**src/rtl/vga_pixel_mixer.sv**
```systemverilog
// vga_pixel_mixer: pipelined VGA colour output stage.
//
// Picks one RGB value per pixel from the screen layers in fixed priority order
// (start screen, game over, text ROM, game field, score/time), applies the
// game-over blink dimming and drives the DAC pins two cycles after the inputs.
//
// Ports:
//   clock_25          pixel clock
//   reset             synchronous, active-low reset
//   display_area      high inside the visible area
//   frame_start       one-cycle pulse per frame (blink timing)
//   en_start_game     start-screen layer enable
//   en_game_over      game-over layer enable
//   datarom           text ROM pixel
//   game_enable       game-field region
//   score_time_enable score/time region
//   color_data        palette index for the game field
//   pal_wr_en/addr/rgb palette write port, data packed {r,g,b}
//   red/green/blue    colour channels, 2-cycle latency
//   de_out            display_area aligned with RGB
//   blink_phase       current blink phase
//
// Build option: define VGA_PALETTE_WR_EN to make the palette a writable register
// array. Without it the palette is constant at its defaults and the write port
// is ignored.
module vga_pixel_mixer #(
  parameter int unsigned CH_W         = 10,
  parameter int unsigned PAL_BITS     = 2,
  parameter int unsigned BLINK_FRAMES = 30
) (
  input  logic                  clock_25,
  input  logic                  reset,
  input  logic                  display_area,
  input  logic                  frame_start,
  input  logic                  en_start_game,
  input  logic                  en_game_over,
  input  logic                  datarom,
  input  logic                  game_enable,
  input  logic                  score_time_enable,
  input  logic [PAL_BITS-1:0]   color_data,
  input  logic                  pal_wr_en,
  input  logic [PAL_BITS-1:0]   pal_wr_addr,
  input  logic [3*CH_W-1:0]     pal_wr_rgb,
  output logic [CH_W-1:0]       red,
  output logic [CH_W-1:0]       green,
  output logic [CH_W-1:0]       blue,
  output logic                  de_out,
  output logic                  blink_phase
);

  localparam int unsigned PAL_N = 2 ** PAL_BITS;
  localparam int unsigned RGB_W = 3 * CH_W;
  localparam int unsigned CNT_W = (BLINK_FRAMES > 1) ? $clog2(BLINK_FRAMES) : 1;

  localparam logic [CH_W-1:0] C_ZERO = '0;
  localparam logic [CH_W-1:0] C_FULL = '1;
  localparam logic [CH_W-1:0] C_HALF = CH_W'(1) << (CH_W - 1);
  localparam logic [CH_W-1:0] C_QTR  = CH_W'(1) << (CH_W - 2);
  localparam logic [CH_W-1:0] C_3Q   = CH_W'(3) << (CH_W - 2);
  localparam logic [CNT_W-1:0] CNT_LAST = CNT_W'(BLINK_FRAMES - 1);

  function automatic logic [RGB_W-1:0] pal_default(input logic [PAL_BITS-1:0] idx);
    logic [RGB_W-1:0] v;
    v = '0;
    if (32'(idx) == 32'd1) v = {C_HALF, C_FULL, C_ZERO};
    if (32'(idx) == 32'd2) v = {C_FULL, C_QTR, C_QTR};
    if (32'(idx) == 32'd3) v = {C_FULL, C_FULL, C_FULL};
    return v;
  endfunction

  logic [RGB_W-1:0] w_pal_game;
  logic [RGB_W-1:0] w_pal_score;
  logic [RGB_W-1:0] w_pal_over;

`ifdef VGA_PALETTE_WR_EN
  logic [RGB_W-1:0] r_pal [PAL_N];

  // Reads below see the pre-write value; a write lands at the edge.
  always_ff @(posedge clock_25) begin
    if (!reset) begin
      for (int i = 0; i < int'(PAL_N); i++) r_pal[i] <= pal_default(PAL_BITS'(i));
    end else if (pal_wr_en) begin
      r_pal[pal_wr_addr] <= pal_wr_rgb;
    end
  end

  assign w_pal_game  = r_pal[color_data];
  assign w_pal_score = r_pal[PAL_BITS'(1)];
  assign w_pal_over  = r_pal[PAL_BITS'(2)];
`else
  logic w_unused_wr;
  assign w_unused_wr = ^{pal_wr_en, pal_wr_addr, pal_wr_rgb, PAL_N[0]};

  assign w_pal_game  = pal_default(color_data);
  assign w_pal_score = pal_default(PAL_BITS'(1));
  assign w_pal_over  = pal_default(PAL_BITS'(2));
`endif

  // Stage 1: layer selection.
  logic [RGB_W-1:0] w_sel_rgb;
  logic             w_sel_go;

  always_comb begin
    w_sel_rgb = '0;
    w_sel_go  = 1'b0;
    if (!display_area)          w_sel_rgb = '0;
    else if (en_start_game)     w_sel_rgb = {C_QTR, C_3Q, C_FULL};
    else if (en_game_over) begin
      w_sel_rgb = w_pal_over;
      w_sel_go  = 1'b1;
    end
    else if (datarom)           w_sel_rgb = {C_FULL, C_FULL, C_FULL};
    else if (game_enable)       w_sel_rgb = w_pal_game;
    else if (score_time_enable) w_sel_rgb = w_pal_score;
    else                        w_sel_rgb = '0;
  end

  logic [RGB_W-1:0] r_s1_rgb;
  logic             r_s1_go;
  logic             r_s1_de;
  logic [CH_W-1:0]  r_red;
  logic [CH_W-1:0]  r_green;
  logic [CH_W-1:0]  r_blue;
  logic             r_de;
  logic [CNT_W-1:0] r_cnt;
  logic             r_blink;

  always_ff @(posedge clock_25) begin
    if (!reset) begin
      r_s1_rgb <= '0;
      r_s1_go  <= 1'b0;
      r_s1_de  <= 1'b0;
    end else begin
      r_s1_rgb <= w_sel_rgb;
      r_s1_go  <= w_sel_go;
      r_s1_de  <= display_area;
    end
  end

  // Stage 2: halve every channel of a game-over pixel during the dim phase.
  logic [CH_W-1:0] w_r1, w_g1, w_b1;
  logic            w_dim;
  assign {w_r1, w_g1, w_b1} = r_s1_rgb;
  assign w_dim = r_s1_go & r_blink;

  always_ff @(posedge clock_25) begin
    if (!reset) begin
      r_red   <= '0;
      r_green <= '0;
      r_blue  <= '0;
      r_de    <= 1'b0;
    end else begin
      r_red   <= w_dim ? (w_r1 >> 1) : w_r1;
      r_green <= w_dim ? (w_g1 >> 1) : w_g1;
      r_blue  <= w_dim ? (w_b1 >> 1) : w_b1;
      r_de    <= r_s1_de;
    end
  end

  // Blink timer runs only while the game-over layer is enabled; dropping the
  // enable wins over a coincident frame_start.
  always_ff @(posedge clock_25) begin
    if (!reset || !en_game_over) begin
      r_cnt   <= '0;
      r_blink <= 1'b0;
    end else if (frame_start) begin
      if (r_cnt == CNT_LAST) begin
        r_cnt   <= '0;
        r_blink <= ~r_blink;
      end else begin
        r_cnt <= r_cnt + CNT_W'(1);
      end
    end
  end

  assign red         = r_red;
  assign green       = r_green;
  assign blue        = r_blue;
  assign de_out      = r_de;
  assign blink_phase = r_blink;

endmodule

```
**config.mk**
```make
export PLATFORM = sky130hd
export DESIGN_NAME = vga_pixel_mixer
export DESIGN_NICKNAME = d
export VERILOG_FILES = /design/src/rtl/vga_pixel_mixer.sv
export SDC_FILE = /design/constraint.sdc
export NUM_CORES = 1
export LEC_CHECK = 0
export ABC_AREA = 1
export BUFFER_PORTS_ARGS = -buffer_cell sky130_fd_sc_hd__buf_4
export CAP_MARGIN = 10
export CELL_PAD_IN_SITES_DETAIL_PLACEMENT = 1
export CELL_PAD_IN_SITES_GLOBAL_PLACEMENT = 2
export CORE_MARGIN = 2
export CORE_UTILIZATION = 18
export DETAILED_ROUTE_END_ITERATION = 8
export PLACE_DENSITY_LB_ADDON = 0.1
export SYNTH_ARGS = -nofsm -noshare
export SYNTH_HDL_FRONTEND = slang
export SYNTH_SLANG_ARGS = --single-unit
```
**constraint.sdc**
```tcl
create_clock -name clock_25 -period 1.1 [get_ports clock_25]
set_clock_uncertainty 0.15 [all_clocks]
set_input_delay 0.055 -clock clock_25 [delete_from_list [all_inputs] [get_ports clock_25]]
set_output_delay 0.055 -clock clock_25 [all_outputs]
set_load 0.03 [all_outputs]
```
Yosys cells after proc, flatten, opt, wreduce, memory -nomap -nowiden
Index checks and enable logic that the tools add are counted.

word-level totals
  register bits after elaboration = 69
  input port bits = 44
  word-level logic and storage cells = 44
  output and inout bits = 32

operators by class
  eq/ne operators = 4
  add/subtract/negate cells = 1
  bitwise gates (word level) = 4
  reductions and logical operators = 8
  mux-type cells = 13

operator list
  cell                                                 number
  2-to-1 mux 30 bit                                    7
  2-to-1 mux 29 bit                                    1
  2-to-1 mux 9 bit                                     3
  adder 5 x 1 -> 5 bit, second input constant          1
  equality test 5 bit, second input constant           1
  2-to-1 mux 5 bit                                     1
  equality test 2 bit, second input constant           2
  AND reduction 2 bit                                  2
  OR reduction 4 bit                                   1
  NOT 1 bit                                            3
  OR reduction 3 bit                                   1
  equality test 2 x 1 -> 1 bit, second input constant  1
  logical NOT 1 bit                                    2
  OR reduction 2 bit                                   1
  bitwise AND 1 bit                                    1
  logical OR 1 bit                                     1
  2-to-1 mux 1 bit                                     1

Longest topological paths before layout
  depth in word-level cells = 8
  depth in mapped cells = 7
  depth with buffers taken out = 7

Worst setup path before layout
OpenSTA, ideal clock, no wires.

  path type = flip-flop to flip-flop
  from = reg r_blink (netlist: blink_phase)
  to = reg r_green[8] (netlist: green[8])
  period minus slack after synthesis = 1234 ps
  cell stages (with the launch flop) = 5
  path slack = -134 ps
  setup time = 70 ps
  path buffers = 0
  arrival = 1015 ps
  required time = 880 ps
  path through = dfxtp_1 > nand2_1 > inv_1 > o21ai_0 > a21oi_1

between the ends
  word-level cells in the longest chain between the ends = 2

ends and longest elaborated chain
  element                 line  source
  start, declared         126   logic r_blink;
  start signal, assigned  169   r_blink <= ~r_blink;
  bitwise AND 1 bit       144   assign w_dim = r_s1_go & r_blink;
  2-to-1 mux 9 bit        154   r_green <= w_dim ? (w_g1 >> 1) : w_g1;
  end signal, assigned    154
  end, declared           122   logic [CH_W-1:0] r_green;

Every way passes these cells.
A chain may end at the register's enable or synchronous reset.

Worst setup path in the final report
  from = reg r_cnt[1]
  to = reg r_cnt[2]

between the ends
  word-level cells in the longest chain between the ends = 2
  elaborated cells on any way between the ends = 3
  those cells by class = add/sub: 1; eq/ne: 1; mux: 1

ends and longest elaborated chain
  element                                                      line      source
  start, declared                                              125       logic [CNT_W-1:0] r_cnt;
  start signal, assigned                                       171       r_cnt <= r_cnt + CNT_W'(1);
  adder 5 x 1 -> 5 bit or equality test 5 bit (tied branches)  171, 167
  2-to-1 mux 5 bit (*)                                         167       if (r_cnt == CNT_LAST) begin

Every way passes the cells marked *; elsewhere a longest branch is shown, timed or not.

==> flow_metrics.env <==
export IMPL_status="finished, violations left"
export IMPL_violations="setup timing"
export IMPL_fillers=731
export IMPL_ios=76
export IMPL_track_usage_pct=7.94
export IMPL_max_freq_mhz=882
export IMPL_netlist_instances=143
export IMPL_wirelength_um=2640
export IMPL_hold_ws_ns=0.0184
export IMPL_clockBufferDepth=2
export IMPL_finalCriticalPeriod_ns=1.13
export IMPL_critPathMaxFanout=5
export IMPL_drc=0
export IMPL_setup_slack_ns=-0.0343
export IMPL_grt_pass1_vias=990
export IMPL_grt_ovfl_total=0
export IMPL_tightest_slew_ns=0.236
export IMPL_drtPass1Iterations=3
export IMPL_fp_dieW_um=83.2
export IMPL_finalSetupTns_ns=-0.142
export IMPL_die_area_um2=6930
export IMPL_diodes=0
export IMPL_cp_end_kind="flip-flop"
export IMPL_cts_sinks=28
export IMPL_peakVddDrop_mv=0.509
export IMPL_holdCritPathClass="in -> reg"
export IMPL_clk_pin_slew_ns=0.09
export IMPL_synth_top_family_by_area="simple AND/OR/NAND/NOR gates"
export IMPL_ys_seq_area_share_pct=49.6
export IMPL_cp_arrival_ns=1.15
export IMPL_path_class="reg -> reg"
export IMPL_cts_buffers=3
export IMPL_ctsHtreeMaxLevel=1
export IMPL_rr_worst_depth=5
export IMPL_critical_path_top_delay_family="flip-flops"
export IMPL_cp_num_buf_inv=1
export IMPL_dp_cells=246
export IMPL_worstSetupStartpoint="r_cnt[1]"
export IMPL_synth_xor_area_share_pct=0.775
export IMPL_reg2reg_from="r_cnt[1]"
export IMPL_ys_ff_latch=28
export IMPL_avgViaCountPerCell=3.62
export IMPL_cpMaxStageDelayCell="dfxtp_2"
export IMPL_startpoint_type="flip-flop"
export IMPL_rows=28
export IMPL_slew_violations=0
export IMPL_syn_nets=189
export IMPL_cap_violations=0
export IMPL_max_slew_margin_pct=84.2
export IMPL_dp_final_hpwl_um=2050
export IMPL_synth_fa_ha_area_share_pct=2.21
export IMPL_final_util_pct=27.9
export IMPL_avgRoutedWirePerCell_um=10.2
export IMPL_root_buffer="clkbuf_8"
export IMPL_cp_endpoint="r_cnt[2]"
export IMPL_fin_crit_sh_pct=103
export IMPL_start_util_pct=18.9
export IMPL_r2r_end="r_cnt[2]"
export IMPL_clk_latency_ns=0.27
export IMPL_portBuffers=42
export IMPL_tritoncts="done"
export IMPL_synth_mux_area_fraction_pct=0
export IMPL_grt_max_degree=17
export IMPL_vias=938
export IMPL_synth_compound_area_share_pct=7.53
export IMPL_place_gp_congestion=0.627
export IMPL_power_uw=2140
export IMPL_critical_path_cell_chain="inv_2, ha_4, nand3_4, o21ai_4, nor2_1"
export IMPL_ant_nets=0
export IMPL_grt_pass1_wl_um=4450
export IMPL_leakage_uw=0.000822
export IMPL_cp_depth=5
export IMPL_reg2reg_slack_ns=-0.03
export IMPL_core_area_um2=5990
export IMPL_drt_initial_drc_count=12
export IMPL_setup_violations=6
export IMPL_max_stage_delay_ns=0.34
export IMPL_area_growth_synth_to_final_pct=48.0
export IMPL_yosys_warnings=0
export IMPL_multi_input_area_um2=407
export IMPL_rsz0062_at_grt="yes"
export IMPL_synth_cell_type_count=16
export IMPL_worstPathRequired_ns=1.12
export IMPL_final_cells=259
export IMPL_synthSimpleGateAreaFrac_pct=20.6
export IMPL_seq_area_um2=576
export IMPL_antenna_found_initial=0
export IMPL_nets=231
export IMPL_syn_area_um2=1130
export IMPL_drive_gt1_share_pct=38.6
export IMPL_hold_violations=0
export IMPL_powerDensity_nw_per_um2=1280
export IMPL_die_h_um=83.2
export IMPL_syn_avg_cell_area_um2=7.90
-- per-stage QoR --
stage / cell area [um^2] / setup WS, ns
2_1_floorplan: 1140 / 0.000732
6_report: 1670 / -0.0343
5_1_grt: 1670 / -0.109
3_3_place_gp: 1450 / -0.0660
4_1_cts: 1610 / -0.0707
3_5_place_dp: 1450 / -0.143
-- where the power goes --
| group | leakage, uW | total, uW | switching [uW] | internal, uW |
|---|---|---|---|---|
| Sequential | 0.000232 | 1060 | 17.2 | 1040 |
| Combinational | 0.000554 | 270 | 153 | 117 |
| Clock | 0.0000357 | 807 | 320 | 487 |
-- placed cells by master, fill, tap and decap left out, types with 3 or more instances in the layout --
master / Yosys / final
a21oi_1: 5 / 5
buf_4: 19 / 47
clkbuf_8: 0 / 3
dfxtp_1: 28 / 22
dfxtp_2: 0 / 3
dfxtp_4: 0 / 3
dlygate4sd3_1: 0 / 6
inv_1: 20 / 18
nand2_1: 30 / 26
nand2_2: 0 / 4
nand3_1: 6 / 5
nor2_1: 19 / 16
o21ai_0: 6 / 5
-- layout make-up --
cell class                 count  share of cell area [%]
clock buffer                   3                    2.47
clock inverter                 1                    1.80
inverter                      20                    4.49
multi-input combinational     76                    24.3
sequential                    28                    34.4
tap                           75                    5.61
timing repair buffer          56                    26.9
-- worst register-to-register path: cells and delay by family (launching register included) --
family | cells | cell delay, ns
buffers and inverters | 1 | 0.06
AND/OR/NAND/NOR | 2 | 0.15
adder cells (fa/ha/maj) | 1 | 0.12
AO/OA/AOI/OAI | 1 | 0.21
flip-flops | 1 | 0.34
-- routing by layer --
metal	track usage (%)	vias to the layer above	wire length, um
li1	-	496	-
met1	9.51	406	1220
met2	12.8	32	1230
met3	2.39	4	151
met4	4.02	0	43
met5	0	-	0
-- how the worst min path moves through the flow --
stage                           start            to  slack (ns)  cells after the start
floorplan                en_game_over  r_s1_rgb[27]        0.04                      2
global placement                reset        de_out        0.20                      3
detailed placement       en_game_over  r_s1_rgb[27]        0.20                      3
CTS                             reset        de_out       -0.09                      3
global route                    reset   blink_phase        0.04                      5
finish              score_time_enable  r_s1_rgb[16]        0.02                      5
-- repair_timing --
action                                 in CTS  in global routing
endpoints found under the hold margin      19                  5
setup endpoints to repair                  28                 30
gates cloned                                0                  0
gates resized for setup                    11                 12
pin swaps                                   6                  3
hold buffers                                5                  3
setup buffers                               1                  0
-- cell families (layout without fill, tap and decap cells) --
group                      Yosys count  count (layout)
xor gates and xnor gates             1               1
DFF                                 28              28
buffers and inverters               39              80
adders and majority gates            2               2
and+or+nand+nor                     58              58
AOI/OAI and AO/OA                   15              15
-- sequential cells by signal, indices dropped and copies added, names as in the netlist, 4 cells and up --
| register | cells |
|---|---|
| red | 4 |
| r_s1_rgb | 7 |
| blue | 4 |
| r_cnt | 5 |
| green | 4 |
-- cell usage after synthesis --
| cell | number | share of area [%] |
|---|---|---|
| o21ai_0 | 6 | 2.7 |
| buf_4 | 19 | 13 |
| nor2_1 | 19 | 6.3 |
| a21oi_1 | 5 | 2.2 |
| or2_2 | 1 | 0.55 |
| or2_0 | 1 | 0.55 |
| ha_1 | 2 | 2.2 |
| o21ai_2 | 1 | 0.78 |
| nand3_1 | 6 | 2.7 |
| o22ai_1 | 1 | 0.55 |
| dfxtp_1 | 28 | 50 |
| o21bai_1 | 2 | 1.3 |
| xor2_1 | 1 | 0.78 |
| nand2_1 | 30 | 10 |
| and2_1 | 1 | 0.55 |
| inv_1 | 20 | 6.6 |
(Power assumes the default switching activity.)
